<file path="src/rtl/secret_coeff_unpacker_if.sv">
// BRAM read port and coefficient stream between the unpacker (master) and its neighbours (slave).
// Stream handshake: coeff_out/coeff_last are valid while coeff_valid is high and transfer on a clock edge with coeff_valid & coeff_ready; the master holds them stable until then.
interface secret_coeff_unpacker_if #(
    parameter int ADDR_W  = 9,
    parameter int COEFF_W = 13
);
    logic [ADDR_W-1:0]  rd_address;
    logic               rd_en;
    logic [63:0]        data_in;
    logic [COEFF_W-1:0] coeff_out;
    logic               coeff_valid;
    logic               coeff_ready;
    logic               coeff_last;

    modport master (
        output rd_address, rd_en, coeff_out, coeff_valid, coeff_last,
        input  data_in, coeff_ready
    );

    modport slave (
        input  rd_address, rd_en, coeff_out, coeff_valid, coeff_last,
        output data_in, coeff_ready
    );
endinterface

</file>
<file path="src/rtl/secret_coeff_unpacker.sv">
// Reads one polynomial of packed 4-bit sign-magnitude samples from BRAM and streams 256 two's-complement coefficients.
// Optional macro SECRET_UNPACK_CHECK_EN adds the sticky range_err output.
module secret_coeff_unpacker #(
    parameter int COEFF_W        = 13,
    parameter int ADDR_W         = 9,
    parameter int WORDS_PER_POLY = 16,
    parameter int BASE_ADDR      = 0
) (
    input  logic       clk,
    input  logic       rst,
    input  logic       start,
    input  logic [1:0] poly_sel,
    output logic       busy,
    output logic       done,
`ifdef SECRET_UNPACK_CHECK_EN
    output logic       range_err,
`endif
    output logic [1:0] fsm_state,
    secret_coeff_unpacker_if.master bus
);
    localparam int CNT_W = $clog2(WORDS_PER_POLY + 1);
    localparam logic [CNT_W-1:0] NUM_WORDS = CNT_W'(WORDS_PER_POLY);
    localparam logic [CNT_W-1:0] LAST_WORD = CNT_W'(WORDS_PER_POLY - 1);

    typedef enum logic [1:0] {IDLE = 2'd0, RUN = 2'd1, DONE = 2'd2} state_t;
    state_t state;

    logic [63:0]        word_buf [2];
    logic [1:0]         held;
    logic               wr_ptr, rd_ptr;
    logic [3:0]         nib_idx;
    logic               ret;
    logic [CNT_W-1:0]   wcnt, cons_w;
`ifdef SECRET_UNPACK_CHECK_EN
    logic               coeff_bad;
`endif

    logic [63:0]        head;
    logic [3:0]         nib;
    logic               avail, out_free, take, pop, issue, accept;
    logic [1:0]         held_next, sel_eff;
    logic [ADDR_W-1:0]  start_addr;
    logic [COEFF_W-1:0] mag, coeff_next;

    // When the buffer is empty the word returning from BRAM this cycle is used directly, saving a cycle of latency.
    always_comb begin
        head       = (held != 2'd0) ? word_buf[rd_ptr] : bus.data_in;
        avail      = (held != 2'd0) || ret;
        out_free   = !bus.coeff_valid || bus.coeff_ready;
        accept     = bus.coeff_valid && bus.coeff_ready;
        take       = (state == RUN) && out_free && avail;
        nib        = head[{nib_idx, 2'b00} +: 4];
        pop        = take && (nib_idx == 4'd15);
        held_next  = held + {1'b0, ret} - {1'b0, pop};
        issue      = (state == RUN) && (wcnt < NUM_WORDS) &&
                     (({1'b0, held_next} + {2'b00, bus.rd_en}) < 3'd2);
        sel_eff    = (poly_sel == 2'd3) ? 2'd2 : poly_sel;
        start_addr = ADDR_W'(BASE_ADDR) + ADDR_W'(WORDS_PER_POLY) * ADDR_W'(sel_eff);
        mag        = COEFF_W'(nib[2:0]);
        coeff_next = nib[3] ? (~mag + COEFF_W'(1)) : mag;
    end

    assign fsm_state = state;

    always_ff @(posedge clk or posedge rst) begin
        if (rst) begin
            state           <= IDLE;
            busy            <= 1'b0;
            done            <= 1'b0;
            bus.rd_address  <= '0;
            bus.rd_en       <= 1'b0;
            bus.coeff_out   <= '0;
            bus.coeff_valid <= 1'b0;
            bus.coeff_last  <= 1'b0;
            word_buf[0]     <= '0;
            word_buf[1]     <= '0;
            held            <= 2'd0;
            wr_ptr          <= 1'b0;
            rd_ptr          <= 1'b0;
            nib_idx         <= 4'd0;
            ret             <= 1'b0;
            wcnt            <= '0;
            cons_w          <= '0;
`ifdef SECRET_UNPACK_CHECK_EN
            coeff_bad       <= 1'b0;
            range_err       <= 1'b0;
`endif
        end else begin
            ret <= bus.rd_en;
            case (state)
                IDLE: begin
                    done      <= 1'b0;
                    bus.rd_en <= 1'b0;
                    if (start) begin
                        state          <= RUN;
                        busy           <= 1'b1;
                        bus.rd_address <= start_addr;
                        bus.rd_en      <= 1'b1;
                        wcnt           <= CNT_W'(1);
                        cons_w         <= '0;
                        held           <= 2'd0;
                        wr_ptr         <= 1'b0;
                        rd_ptr         <= 1'b0;
                        nib_idx        <= 4'd0;
`ifdef SECRET_UNPACK_CHECK_EN
                        range_err      <= 1'b0;
`endif
                    end
                end
                RUN: begin
                    if (ret) begin
                        word_buf[wr_ptr] <= bus.data_in;
                        wr_ptr           <= ~wr_ptr;
                    end
                    held <= held_next;
                    if (pop) begin
                        rd_ptr <= ~rd_ptr;
                        cons_w <= cons_w + CNT_W'(1);
                    end
                    bus.rd_en <= issue;
                    if (issue) begin
                        bus.rd_address <= bus.rd_address + ADDR_W'(1);
                        wcnt           <= wcnt + CNT_W'(1);
                    end
                    if (take) begin
                        bus.coeff_out   <= coeff_next;
                        bus.coeff_valid <= 1'b1;
                        bus.coeff_last  <= (cons_w == LAST_WORD) && (nib_idx == 4'd15);
                        nib_idx         <= nib_idx + 4'd1;
`ifdef SECRET_UNPACK_CHECK_EN
                        coeff_bad       <= (nib[2:0] > 3'd4) || (nib == 4'b1000);
`endif
                    end else if (accept) begin
                        bus.coeff_valid <= 1'b0;
                        bus.coeff_last  <= 1'b0;
                    end
`ifdef SECRET_UNPACK_CHECK_EN
                    if (accept && coeff_bad) range_err <= 1'b1;
`endif
                    if (accept && bus.coeff_last) begin
                        state <= DONE;
                        busy  <= 1'b0;
                        done  <= 1'b1;
                    end
                end
                DONE: begin
                    state <= IDLE;
                    done  <= 1'b0;
                end
                default: state <= IDLE;
            endcase
        end
    end
endmodule

</file>
<file path="src/flat_wrapper.sv">
// flat-port wrapper written by rule: the top's interface ports become plain ports
module secret_coeff_unpacker_flat 
#(
    parameter int COEFF_W        = 13,
    parameter int ADDR_W         = 9,
    parameter int WORDS_PER_POLY = 16,
    parameter int BASE_ADDR      = 0
)
  (clk, rst, start, poly_sel, busy, done, fsm_state, bus_rd_address, bus_rd_en, bus_coeff_out, bus_coeff_valid, bus_coeff_last, bus_data_in, bus_coeff_ready);
  secret_coeff_unpacker_if #(.ADDR_W(ADDR_W), .COEFF_W(COEFF_W)) bus_i ();
  input  logic clk;
  input  logic rst;
  input  logic start;
  input  logic [1:0] poly_sel;
  output logic busy;
  output logic done;
  output logic [1:0] fsm_state;
  output wire logic [$bits(bus_i.rd_address)-1:0] bus_rd_address;
  output wire logic [$bits(bus_i.rd_en)-1:0] bus_rd_en;
  output wire logic [$bits(bus_i.coeff_out)-1:0] bus_coeff_out;
  output wire logic [$bits(bus_i.coeff_valid)-1:0] bus_coeff_valid;
  output wire logic [$bits(bus_i.coeff_last)-1:0] bus_coeff_last;
  input wire logic [$bits(bus_i.data_in)-1:0] bus_data_in;
  input wire logic [$bits(bus_i.coeff_ready)-1:0] bus_coeff_ready;
  assign bus_rd_address = bus_i.rd_address;
  assign bus_rd_en = bus_i.rd_en;
  assign bus_coeff_out = bus_i.coeff_out;
  assign bus_coeff_valid = bus_i.coeff_valid;
  assign bus_coeff_last = bus_i.coeff_last;
  assign bus_i.data_in = bus_data_in;
  assign bus_i.coeff_ready = bus_coeff_ready;
  secret_coeff_unpacker #(.COEFF_W(COEFF_W), .ADDR_W(ADDR_W), .WORDS_PER_POLY(WORDS_PER_POLY), .BASE_ADDR(BASE_ADDR)) u_core (.clk(clk), .rst(rst), .start(start), .poly_sel(poly_sel), .busy(busy), .done(done), .fsm_state(fsm_state), .bus(bus_i));
endmodule
</file>
<file path="config.mk">
export PLATFORM = sky130hd
export DESIGN_NAME = secret_coeff_unpacker_flat
export DESIGN_NICKNAME = d
export VERILOG_FILES = /design/src/rtl/secret_coeff_unpacker_if.sv /design/src/rtl/secret_coeff_unpacker.sv /design/src/flat_wrapper.sv
export SDC_FILE = /design/constraint.sdc
export NUM_CORES = 1
export LEC_CHECK = 0
export CAP_MARGIN = 20
export CELL_PAD_IN_SITES_DETAIL_PLACEMENT = 1
export CELL_PAD_IN_SITES_GLOBAL_PLACEMENT = 2
export CORE_MARGIN = 1.5
export CORE_UTILIZATION = 39
export DETAILED_ROUTE_END_ITERATION = 8
export PLACE_DENSITY_LB_ADDON = 0.1
export SYNTH_ARGS = -nofsm -noshare
export SYNTH_HDL_FRONTEND = slang
export SYNTH_SLANG_ARGS = --single-unit
</file>
<file path="constraint.sdc">
create_clock -name clk -period 8.85 [get_ports clk]
set_clock_uncertainty 0.1 [all_clocks]
set_input_delay 2.2125 -clock clk [delete_from_list [all_inputs] [get_ports clk]]
set_output_delay 2.2125 -clock clk [all_outputs]
set_load 0.02 [all_outputs]
</file>
==> summary.txt, run 1 <==
Timing
  • Relative slew slack: 34.05%
  • Setup TNS: 0 ns
  • Achievable clock frequency: 181.0 MHz
  • Final hold vios: 0
  • Final setup fails: 0
  • Count of pins over their slew limit: 0
  • Period utilization: 62.44%
  • Setup ws final: 3.324 ns
  • Fin crit period: 5.526 ns
  • Worst-Margin Slew: 0.9893 ns
  • RSZ-0062 raised after global routing: no

Critical path
  • Cell-by-cell trace of the critical path: clkdlybuf4s50_1 > o221a_2 > nand4_1 > inv_1 > ha_1 > inv_1 > ha_1 > xor2_1 > xor2_1 > a2111oi_4 > and4_1 > nand3_1 > xor2_1 > nor2_1
  • CP Class: in -> reg
  • Crit path top cell by count: xor2_1
  • Slowest CP cell: a2111oi_4
  • CP startpoint kind: input pin
  • CP Max Fanout: 10
  • WP data required: 9.04 ns
  • Largest stage delay, worst path: 0.61 ns
  • Crit path DAT: 5.72 ns
  • Worst setup EP type: register

Run
  • Max Cap Viol: 0

Clock tree
  • Longest Clk Path Bufs: 2
  • Root Driver: clkbuf_16
  • CTS Sinks: 168
  • Clock tree from TritonCTS: built
  • Clk pin slew, worst setup/hold paths: 0.07 ns
  • H-tree levels: 4
  • CTS Buf Count: 17
  • Worst skew pair latency: 0.43 ns
  • Post-CTS Resized: 0
  • Setup Buffers After CTS: 0
  • CTS Hold Bufs: 0

Place
  • Gpl congestion: 0.7515
  • Post-DP HPWL: 13.46 mm
  • PortBufs: 98
  • Area after DPL: 0.009554 mm2
  • Pre-CTS setup slack: 2.877 ns

Finish
  • # fillers: 2113
  • Seq. cell area: 0.004207 mm2
  • Multi-input logic area: 0.003916 mm2
  • Fin area: 0.01016 mm2
  • Area grow syn2layout: 21.16%
  • Antenna diode count: 0
  • Highest-count cells in the layout ignoring fill and taps: dfrtp_1, mux2_2, clkdlybuf4s50_1, nand2_1, mux4_2
  • Commonest non-fill, non-tap cell in the layout: dfrtp_1
  • Fraction of layout cells with a size suffix above 1: 32.36%
  • Nets: 786

Synth
  • Synth Instances: 627
  • Mapped Nets: 706
  • Async SR Flop Fraction: 100.0%
  • EDFF count, synth: 0
  • Most used DFF post-synth: dfrtp_1
  • Post-Syn Area: 0.008384 mm2
  • Seq/Total Area, Yosys: 50.14%
  • Syn_area_per_cell: 13.37 um2
  • Unique cell type count in the Yosys netlist: 55
  • Post-synthesis register bit count: 168
  • Syn. warnings: 0

Global routing
  • Total global-route track usage: 20.09%
  • Global-route wire length before repair: 34.15 mm
  • Met2 GRT Util: 34.03%
  • M3 GR Usage: 2.957%
  • Largest net degree at the start of global routing: 96
  • Vias in the first global route: 6086
  • Initial antenna violation count: 0
  • Gr busiest metal: met2
  • Total gr overflow: 0
  • M1 GR Usage: 26.93%

Power and ir drop
  • Leak pwr: 4.151 nW
  • Pwr Density: 396.7 mW/mm2
  • Worst-case vdd ir drop: 0.0001430 V
  • Power, Total: 0.004030 W

Floorplanning
  • Die Span Y: 149.6 um
  • Core ar.: 0.02109 mm2
  • Die area: 0.02239 mm2
  • Initial Util: 39.76%
  • Top Ports: 99
  • Row cnt: 53
  • Die W: 149.6 um

Detailed routing
  • WL per Instance: 20.93 um
  • DR vias/cell: 5.538
  • Iter 0 DRT Violations: 289
  • Post-route ant nets: 0
  • Drt drc: 0
  • DR vias: 5510
  • WL final: 20.82 mm
  • 1st-pass router iterations: 4

Status
  • Status: finished clean

Min path
  • Hold Path Class: reg -> reg
==> final timing paths <==
path	endpoint	from	depth (start not counted)	slack [ns]
hold / removal	u_core.done	u_core.done	2	0.38
setup / recovery	u_core.bus.rd_address[8]	bus_coeff_ready	14	3.32
setup reg to reg	u_core.bus.rd_address[8]	u_core.held[1]	15	4.64
max in group asynchronous	u_core.nib_idx[0]	rst	3	4.79
min in group asynchronous	u_core.word_buf[66]	rst	2	2.25
hold reg to reg	u_core.done	u_core.done	2	0.38
==> state kept, by name (all words and copies together), names as in the netlist, 2 cells and up <==
| name | count |
|---|---|
| u_core.bus.coeff_out | 5 |
| u_core.bus.rd_address | 9 |
| u_core.cons_w | 5 |
| u_core.fsm_state | 2 |
| u_core.held | 2 |
| u_core.nib_idx | 4 |
| u_core.wcnt | 5 |
| u_core.word_buf | 128 |
==> worst max-delay path, delay by kind of cell <==
| family | cells | cell delay [ns] |
|---|---|---|
| XOR/XNOR | 3 | 0.55 |
| buffers and inverters | 3 | 0.85 |
| AO/OA/AOI/OAI | 2 | 0.92 |
| adder cells (fa/ha/maj) | 2 | 0.43 |
| AND/OR/NAND/NOR | 4 | 0.74 |
==> per-layer routing <==
layer | vias to the layer above | part of all wire [%]
met5 | - | 0
met4 | 0 | 1.2
met3 | 17 | 2.8
met2 | 101 | 50
met1 | 2927 | 46
li1 | 2465 | -
==> through the flow <==
step | instances | util (%) | hold slack, ns
after floorplan | 627 | - | 0.3634
after global placement | 963 | 45.31 | 0.3610
after detailed placement | 963 | 45.31 | 0.3738
after CTS | 995 | 48.17 | 0.3920
after global routing | 995 | 48.17 | 0.4116
final | 995 | 48.17 | 0.3845
==> kinds of logic after synthesis <==
kind of cell | Yosys count | share of synthesized area [%]
flip-flops | 168 | 50.14
XOR/XNOR | 12 | 1.254
AND/OR/NAND/NOR | 120 | 6.641
adder cells (fa/ha/maj) | 9 | 1.343
AO/OA/AOI/OAI | 58 | 4.895
buffers and inverters | 55 | 3.298
multiplexers | 205 | 32.43
==> synth_stat cells (5+ instances only) <==
cell | number | share of area, %
dfrtp_1 | 168 | 50
mux2_2 | 147 | 20
nand2_1 | 36 | 1.6
mux4_2 | 35 | 9.4
nor2_1 | 35 | 1.6
clkbuf_1 | 24 | 1.1
o21ai_0 | 17 | 1.0
nand3_1 | 16 | 0.96
buf_4 | 12 | 1.1
mux2i_1 | 11 | 1.3
a21oi_1 | 10 | 0.60
mux2_1 | 10 | 1.3
xor2_1 | 10 | 1.0
ha_1 | 9 | 1.3
buf_2 | 8 | 0.48
inv_1 | 8 | 0.36
nand4_1 | 7 | 0.52
and3_1 | 5 | 0.37
==> cell type report <==
cell class                 instances  area share (%)
clock buffer                      19           4.360
clock inverter                    13           1.589
inverter                           9          0.3818
multi-input combinational        404           38.55
sequential                       168           41.41
timing repair buffer             107           10.32
tap                              275           3.387
==> power breakdown <==
group	switching (W)	total (W)	internal, W	leakage (nW)
logic	0.000865	0.00186	0.000996	1.87
registers	0.000258	0.00140	0.00115	1.98
clock network	0.000332	0.000766	0.000433	0.297
Note: power is estimated with default switching activity, not from simulation.
==> run 2, diff against run 1 <==
--- a/config.mk
+++ b/config.mk
@@ -9,7 +9,7 @@
 export CELL_PAD_IN_SITES_DETAIL_PLACEMENT = 1
 export CELL_PAD_IN_SITES_GLOBAL_PLACEMENT = 2
 export CORE_MARGIN = 1.5
-export CORE_UTILIZATION = 39
+export CORE_UTILIZATION = 35
 export DETAILED_ROUTE_END_ITERATION = 8
 export PLACE_DENSITY_LB_ADDON = 0.1
 export SYNTH_ARGS = -nofsm -noshare
==> constraint.sdc (replaced) <==
create_clock -name clk -period 4.5 [get_ports clk]
set_clock_uncertainty 0.1 [all_clocks]
set_input_delay 1.125 -clock clk [delete_from_list [all_inputs] [get_ports clk]]
set_output_delay 1.125 -clock clk [all_outputs]
set_load 0.02 [all_outputs]
==> run 2 against run 1 <==
Compared with the run above: clock power rose by 100%; register-to-register slack got worse by 3.6 ns; sequential power rose by 100%; sequential share of layout area fell by 0.78 points; global-route usage fell by 1.9 points; clock-buffer cell count fell by 1; combinational power rose by 95%; first-iteration DRC count fell by 2.4%; via count rose by 0.40%; flip-flop and latch count did not move; critical endpoint is now u_core.bus.rd_address[5]; largest power group unchanged.
==> summary.txt, run 2 (synthesis gave the netlist of run 1 again) <==
Min path
  • Hold Path Class: reg -> reg

Place
  • Gpl congestion: 0.7172 (-4.6%)
  • Post-DP HPWL: 14.04 mm (+4.3%)
  • PortBufs: 98 (unchanged)
  • Placed Cells: 1014 (+5.3%)

Clock tree
  • Root Driver: clkbuf_16
  • Clock tree from TritonCTS: built
  • CTS Buf Count: 17 (unchanged)
  • Clk pin slew, worst setup/hold paths: 0.07 ns (about the same)
  • Longest Clk Path Bufs: 2 (unchanged)
  • Worst skew pair latency: 0.43 ns (about the same)
  • Setup Buffers After CTS: 0 (unchanged)
  • H-tree levels: 4 (unchanged)
  • CTS Sinks: 168 (unchanged)
  • Post-CTS Resized: 0 (unchanged)
  • CTS Hold Bufs: 0 (unchanged)

Global routing
  • Initial antenna violation count: 0 (unchanged)
  • Global-route wire length before repair: 34.17 mm (about the same)
  • Total gr overflow: 0 (unchanged)
  • Total global-route track usage: 18.17% (-1.9 points)
  • Largest net degree at the start of global routing: 107 (+11%)
  • Vias in the first global route: 6084 (-0.033%)

Timing
  • Final hold vios: 0 (unchanged)
  • Fin crit period: 3.786 ns
  • Period utilization: 84.14%
  • Setup TNS: 0 ns (unchanged)
  • Final setup fails: 0 (unchanged)
  • Relative slew slack: 30.07% (-4.0 points)
  • RSZ-0062 raised after global routing: no
  • Worst-Margin Slew: 1.049 ns (+0.05965 ns)
  • Achievable clock frequency: 264.1 MHz
  • Count of pins over their slew limit: 0 (unchanged)

Finish
  • Max reg flops: 128 (unchanged)
  • Biggest regs: u_core.word_buf x128, u_core.bus.rd_address x9
  • Fraction of layout cells with a size suffix above 1: 33.24% (+0.88 points)
  • Nets: 794 (+1.0%)
  • Area grow syn2layout: 23.47%
  • Highest-count cells in the layout ignoring fill and taps: dfrtp_1, mux2_2, clkdlybuf4s50_1, nand2_1, mux4_2
  • Layout Cells excl Fill: 1047 (+5.2%)
  • Largest Register: u_core.word_buf
  • # fillers: 2406 (+14%)
  • Antenna diode count: 0 (unchanged)
  • Commonest non-fill, non-tap cell in the layout: dfrtp_1
  • Post-layout util: 44.10% (-4.1 points)

Critical path
  • Slowest CP cell: clkdlybuf4s50_1
  • Largest stage delay, worst path: 0.54 ns (-0.07 ns)
  • CP Class: in -> reg
  • CP delay by family, top: buffers and inverters
  • CP startpoint kind: input pin
  • Cell-by-cell trace of the critical path: clkdlybuf4s50_1 > o221a_2 > nand4_1 > inv_1 > ha_1 > inv_1 > ha_1 > xor2_1 > xor2_1 > a2111oi_4 > nor2_1 > o21ai_0 > o21ai_0
  • Worst setup EP type: register
  • WP data required: 4.75 ns (-4.29 ns)
  • CP Max Fanout: 11 (+1)
  • Crit path DAT: 4.04 ns (-1.68 ns)
  • Critical path buffers and inverters: 3 (unchanged)

Detailed routing
  • DR vias/cell: 5.284 (-4.6%)
  • WL final: 21.14 mm (+1.5%)
  • Iter 0 DRT Violations: 282 (-2.4%)
  • DR vias: 5532 (+0.40%)
  • Drt drc: 0 (unchanged)
  • WL per Instance: 20.19 um (-3.5%)
  • 1st-pass router iterations: 6 (+2)
  • Post-route ant nets: 0 (unchanged)

Floorplanning
  • Die Span Y: 157.8 um (+5.5%)
  • Top Ports: 99 (unchanged)
  • Die area: 0.02489 mm2 (+11%)
  • Row cnt: 56 (+5.7%)
  • Die W: 157.8 um (+5.5%)
  • Core ar.: 0.02347 mm2 (+11%)
  • Initial Util: 35.72% (-4.0 points)

Power and ir drop
  • Pwr Density: 776.4 mW/mm2 (+96%)
  • Worst-case vdd ir drop: 0.0004197 V (+190%)
  • Leak pwr: 4.206 nW (+1.3%)

Run
  • Max Cap Viol: 0 (unchanged)

Status
  • Status: finished clean
## run 2: cell count changes in the layout (fill, tap and decap cells not counted), sizes merged
| cell | before | now |
|---|---|---|
| clkinvlp | 0 | 4 |
| bufinv | 2 | 3 |
| buf | 9 | 17 |
| clkinv | 5 | 1 |
| clkbuf | 19 | 18 |
## run 2: power by group
| part | leakage (nW) | switching [W] | internal [W] |
|---|---|---|---|
| logic | 1.93 | 0.00162 | 0.00201 |
| registers | 1.98 | 0.000584 | 0.00225 |
| clock network | 0.295 | 0.000666 | 0.000903 |
| total | 4.21 | 0.00287 | 0.00517 |
## run 2: layer usage
metal,up-vias,GRT usage (%),routed length [um]
li1,2476,-,-
met4,0,3.998,140
met2,94,30.18,10270
met5,-,0,0
met1,2952,24.40,10040
met3,10,3.832,683
## run 2: layout make-up
class	instances	area, um2	share of cell area, %
Sequential cell	168	4207	40.63
Multi-Input combinational cell	404	3916	37.83
Timing Repair Buffer	115	1171	11.31
Tap cell	319	399.1	3.855
Inverter	9	37.54	0.3626
Clock inverter	14	182.7	1.765
Clock buffer	18	439.2	4.242
## run 2: worst paths after layout
kind / slack (ns) / endpoint / cells past startpoint / startpoint
setup reg to reg: 1.07 / u_core.bus.rd_address[5] / 12 / u_core.nib_idx[0]
hold / removal: 0.39 / u_core.busy / 2 / u_core.busy
hold reg to reg: 0.39 / u_core.busy / 2 / u_core.busy
min in group asynchronous: 1.08 / u_core.cons_w[2] / 3 / rst
setup / recovery: 0.71 / u_core.bus.rd_address[5] / 13 / bus_coeff_ready
max in group asynchronous: 2.68 / u_core.word_buf[84] / 3 / rst
## run 2: stage by stage
step | hold WS, ns | instance area (um2) | total power [W] | worst slack, ns
3_3_place_gp | 0.3616 | 9711 | 0.006356 | 0.3768
4_1_cts | 0.3954 | 10330 | 0.008138 | 0.6835
3_5_place_dp | 0.3796 | 9711 | 0.006520 | 0.2612
5_1_grt | 0.4151 | 10350 | 0.008615 | 0.4256
6_report | 0.3854 | 10350 | 0.008038 | 0.7138
2_1_floorplan | 0.3634 | 8388 | 0.005441 | 0.7597
## run 2: tightest hold or removal path, cell delays in order, from the launching register on
cell     delay, ns
dfrtp_1       0.34
nand2_1       0.05
nand2_1       0.06
==> run 3, diff against run 2 <==
--- a/config.mk
+++ b/config.mk
@@ -9,7 +9,7 @@
 export CELL_PAD_IN_SITES_DETAIL_PLACEMENT = 1
 export CELL_PAD_IN_SITES_GLOBAL_PLACEMENT = 2
 export CORE_MARGIN = 1.5
-export CORE_UTILIZATION = 35
+export CORE_UTILIZATION = 39
 export DETAILED_ROUTE_END_ITERATION = 8
 export PLACE_DENSITY_LB_ADDON = 0.1
 export SYNTH_ARGS = -nofsm -noshare
==> constraint.sdc (replaced) <==
create_clock -name clk -period 3.5 [get_ports clk]
set_clock_uncertainty 0.1 [all_clocks]
set_input_delay 0.875 -clock clk [delete_from_list [all_inputs] [get_ports clk]]
set_output_delay 0.875 -clock clk [all_outputs]
set_load 0.02 [all_outputs]
==> run 3 against run 2 <==
Compared with the run above: clock power grew 15%; largest power group unchanged; die area down 10%; setup slack got worse by 0.36 ns; clock-buffer cell count rose by 1; critical path depth up 1; global-route usage increased by 2.0 points; via count is 0.67% lower.
==> summary.txt, run 3 (synthesis gave the netlist of run 1 again) <==
Status
  • Status: finished clean

Finish
  • Biggest regs: u_core.word_buf x128, u_core.bus.rd_address x9
  • Seq. cell area: 0.004207 mm2 (unchanged)
  • Fin area: 0.01035 mm2 (about the same)
  • Highest-count cells in the layout ignoring fill and taps: dfrtp_1, mux2_2, clkdlybuf4s50_1, nand2_1, mux4_2
  • Layout Cells excl Fill: 1015 (-3.1%)
  • Multi-input logic area: 0.003926 mm2 (+0.26%)
  • Commonest non-fill, non-tap cell in the layout: dfrtp_1
  • Area grow syn2layout: 23.49% (about the same)
  • Antenna diode count: 0 (unchanged)
  • Max reg flops: 128 (unchanged)
  • Fraction of layout cells with a size suffix above 1: 34.59% (+1.4 points)
  • Largest Register: u_core.word_buf
  • Nets: 806 (+1.5%)
  • # fillers: 2144 (-11%)

Power and ir drop
  • Pwr Density: 994.1 mW/mm2 (+28%)
  • Worst-case vdd ir drop: 0.0003421 V (-18%)
  • Leak pwr: 4.259 nW (+1.2%)

Global routing
  • Total gr overflow: 0 (unchanged)
  • Initial antenna violation count: 0 (unchanged)
  • Global-route wire length before repair: 34.22 mm (+0.16%)
  • Vias in the first global route: 6241 (+2.6%)
  • Largest net degree at the start of global routing: 85 (-21%)
  • Total global-route track usage: 20.15% (+2.0 points)

Place
  • Placed Cells: 983 (-3.1%)
  • Post-DP HPWL: 14.28 mm (+1.7%)
  • Area after DPL: 0.009778 mm2 (+0.70%)
  • Pre-CTS setup slack: -0.3307 ns (-0.5919 ns)
  • PortBufs: 98 (unchanged)
  • Gpl congestion: 0.7414 (+3.4%)

Timing
  • RSZ-0062 raised after global routing: no
  • Setup ws final: 0.3506 ns (-0.3632 ns)
  • Achievable clock frequency: 317.5 MHz
  • Count of pins over their slew limit: 0 (unchanged)
  • Final setup fails: 0 (unchanged)
  • Worst-Margin Slew: 0.8651 ns (-0.1838 ns)
  • Period utilization: 89.98%
  • Setup TNS: 0 ns (unchanged)
  • Fin crit period: 3.149 ns
  • Final hold vios: 0 (unchanged)
  • Relative slew slack: 41.88% (+12 points)

Detailed routing
  • Post-route ant nets: 0 (unchanged)
  • DR vias/cell: 5.414 (+2.5%)
  • 1st-pass router iterations: 4 (-2)
  • DR vias: 5495 (-0.67%)
  • Iter 0 DRT Violations: 208 (-26%)
  • WL per Instance: 20.58 um (+2.0%)
  • Drt drc: 0 (unchanged)
  • WL final: 20.89 mm (-1.1%)

Critical path
  • Crit path DAT: 3.36 ns (-0.68 ns)
  • CP startpoint kind: register
  • Worst setup EP type: register
  • CP Max Fanout: 6 (-5)
  • CP Class: reg -> reg
  • WP data required: 3.71 ns (-1.04 ns)

Clock tree
  • Longest Clk Path Bufs: 2 (unchanged)
  • H-tree levels: 4 (unchanged)
  • Clock tree from TritonCTS: built
  • Root Driver: clkbuf_16
  • Clk pin slew, worst setup/hold paths: 0.07 ns (about the same)
  • CTS Buf Count: 17 (unchanged)
  • CTS Sinks: 168 (unchanged)
  • Worst skew pair latency: 0.42 ns (about the same)
  • CTS Hold Bufs: 0 (unchanged)

Floorplanning
  • Core ar.: 0.02109 mm2 (-10%)
  • Die W: 149.6 um (-5.2%)
  • Row cnt: 53 (-5.4%)
  • Initial Util: 39.76% (+4.0 points)
  • Top Ports: 99 (unchanged)
  • Die Span Y: 149.6 um (-5.2%)
  • Die area: 0.02239 mm2 (-10%)

Min path
  • Hold Path Class: reg -> reg

Run
  • Max Cap Viol: 0 (unchanged)
## run 3: path summary, 6_finish.rpt
| path | cells past startpoint | end | startpoint | slack [ns] |
|---|---|---|---|---|
| max | 14 | u_core.bus.rd_address[6] | u_core.held[1] | 0.35 |
| min | 2 | u_core.busy | u_core.busy | 0.39 |
| max reg2reg | 14 | u_core.bus.rd_address[6] | u_core.held[1] | 0.35 |
| min reg2reg | 2 | u_core.busy | u_core.busy | 0.39 |
| max in group asynchronous | 3 | u_core.word_buf[44] | rst | 2.05 |
| min in group asynchronous | 3 | u_core.word_buf[98] | rst | 0.83 |
## run 3: layout make-up
type | instances | area share (%)
clock buffers | 19 | 4.375
clock inverters | 13 | 1.063
inverters | 9 | 0.3625
multi-input cells | 404 | 37.92
flip-flops and latches | 168 | 40.63
well taps | 275 | 3.323
repair buffers | 127 | 12.33
## run 3: metrics by stage
step	power, W	hold WS, ns	utilization [%]
2_1_floorplan	0.006994	0.3634	-
3_3_place_gp	0.008339	0.3635	46.37
3_5_place_dp	0.008579	0.3808	46.37
4_1_cts	0.01045	0.3966	49.04
5_1_grt	0.01104	0.4175	49.10
6_report	0.01029	0.3865	49.10
## run 3: what timing repair did
item,4_1_cts,5_1_grt
hold endpoints to repair,0,0
endpoints found under the setup margin,0,11
gates resized for setup,0,3
setup buffers,0,0
## run 3: routing by layer
metal,global-route usage [%],up-vias,part of all wire (%)
met5,0,-,0
met4,5.842,0,1.6
met3,3.933,25,3.1
met2,34.40,98,50
met1,25.95,2864,45
li1,-,2508,-
## run 3: power breakdown
group          total [W]  switching, W  internal [W]
clock network    0.00180      0.000834      0.000967
registers        0.00350      0.000602       0.00290
logic            0.00499       0.00228       0.00271
total             0.0103       0.00372       0.00658
## run 3: worst max-delay path: stages (launching register included)
cell,delay [ns]
dfrtp_1,0.44
or2_1,0.25
o221a_2,0.26
nand4_1,0.11
inv_1,0.07
ha_1,0.27
inv_1,0.05
ha_1,0.21
xor2_2,0.16
xor2_1,0.17
a2111oi_4,0.39
and4_1,0.27
buf_4,0.11
xnor2_1,0.12
nor2_1,0.06
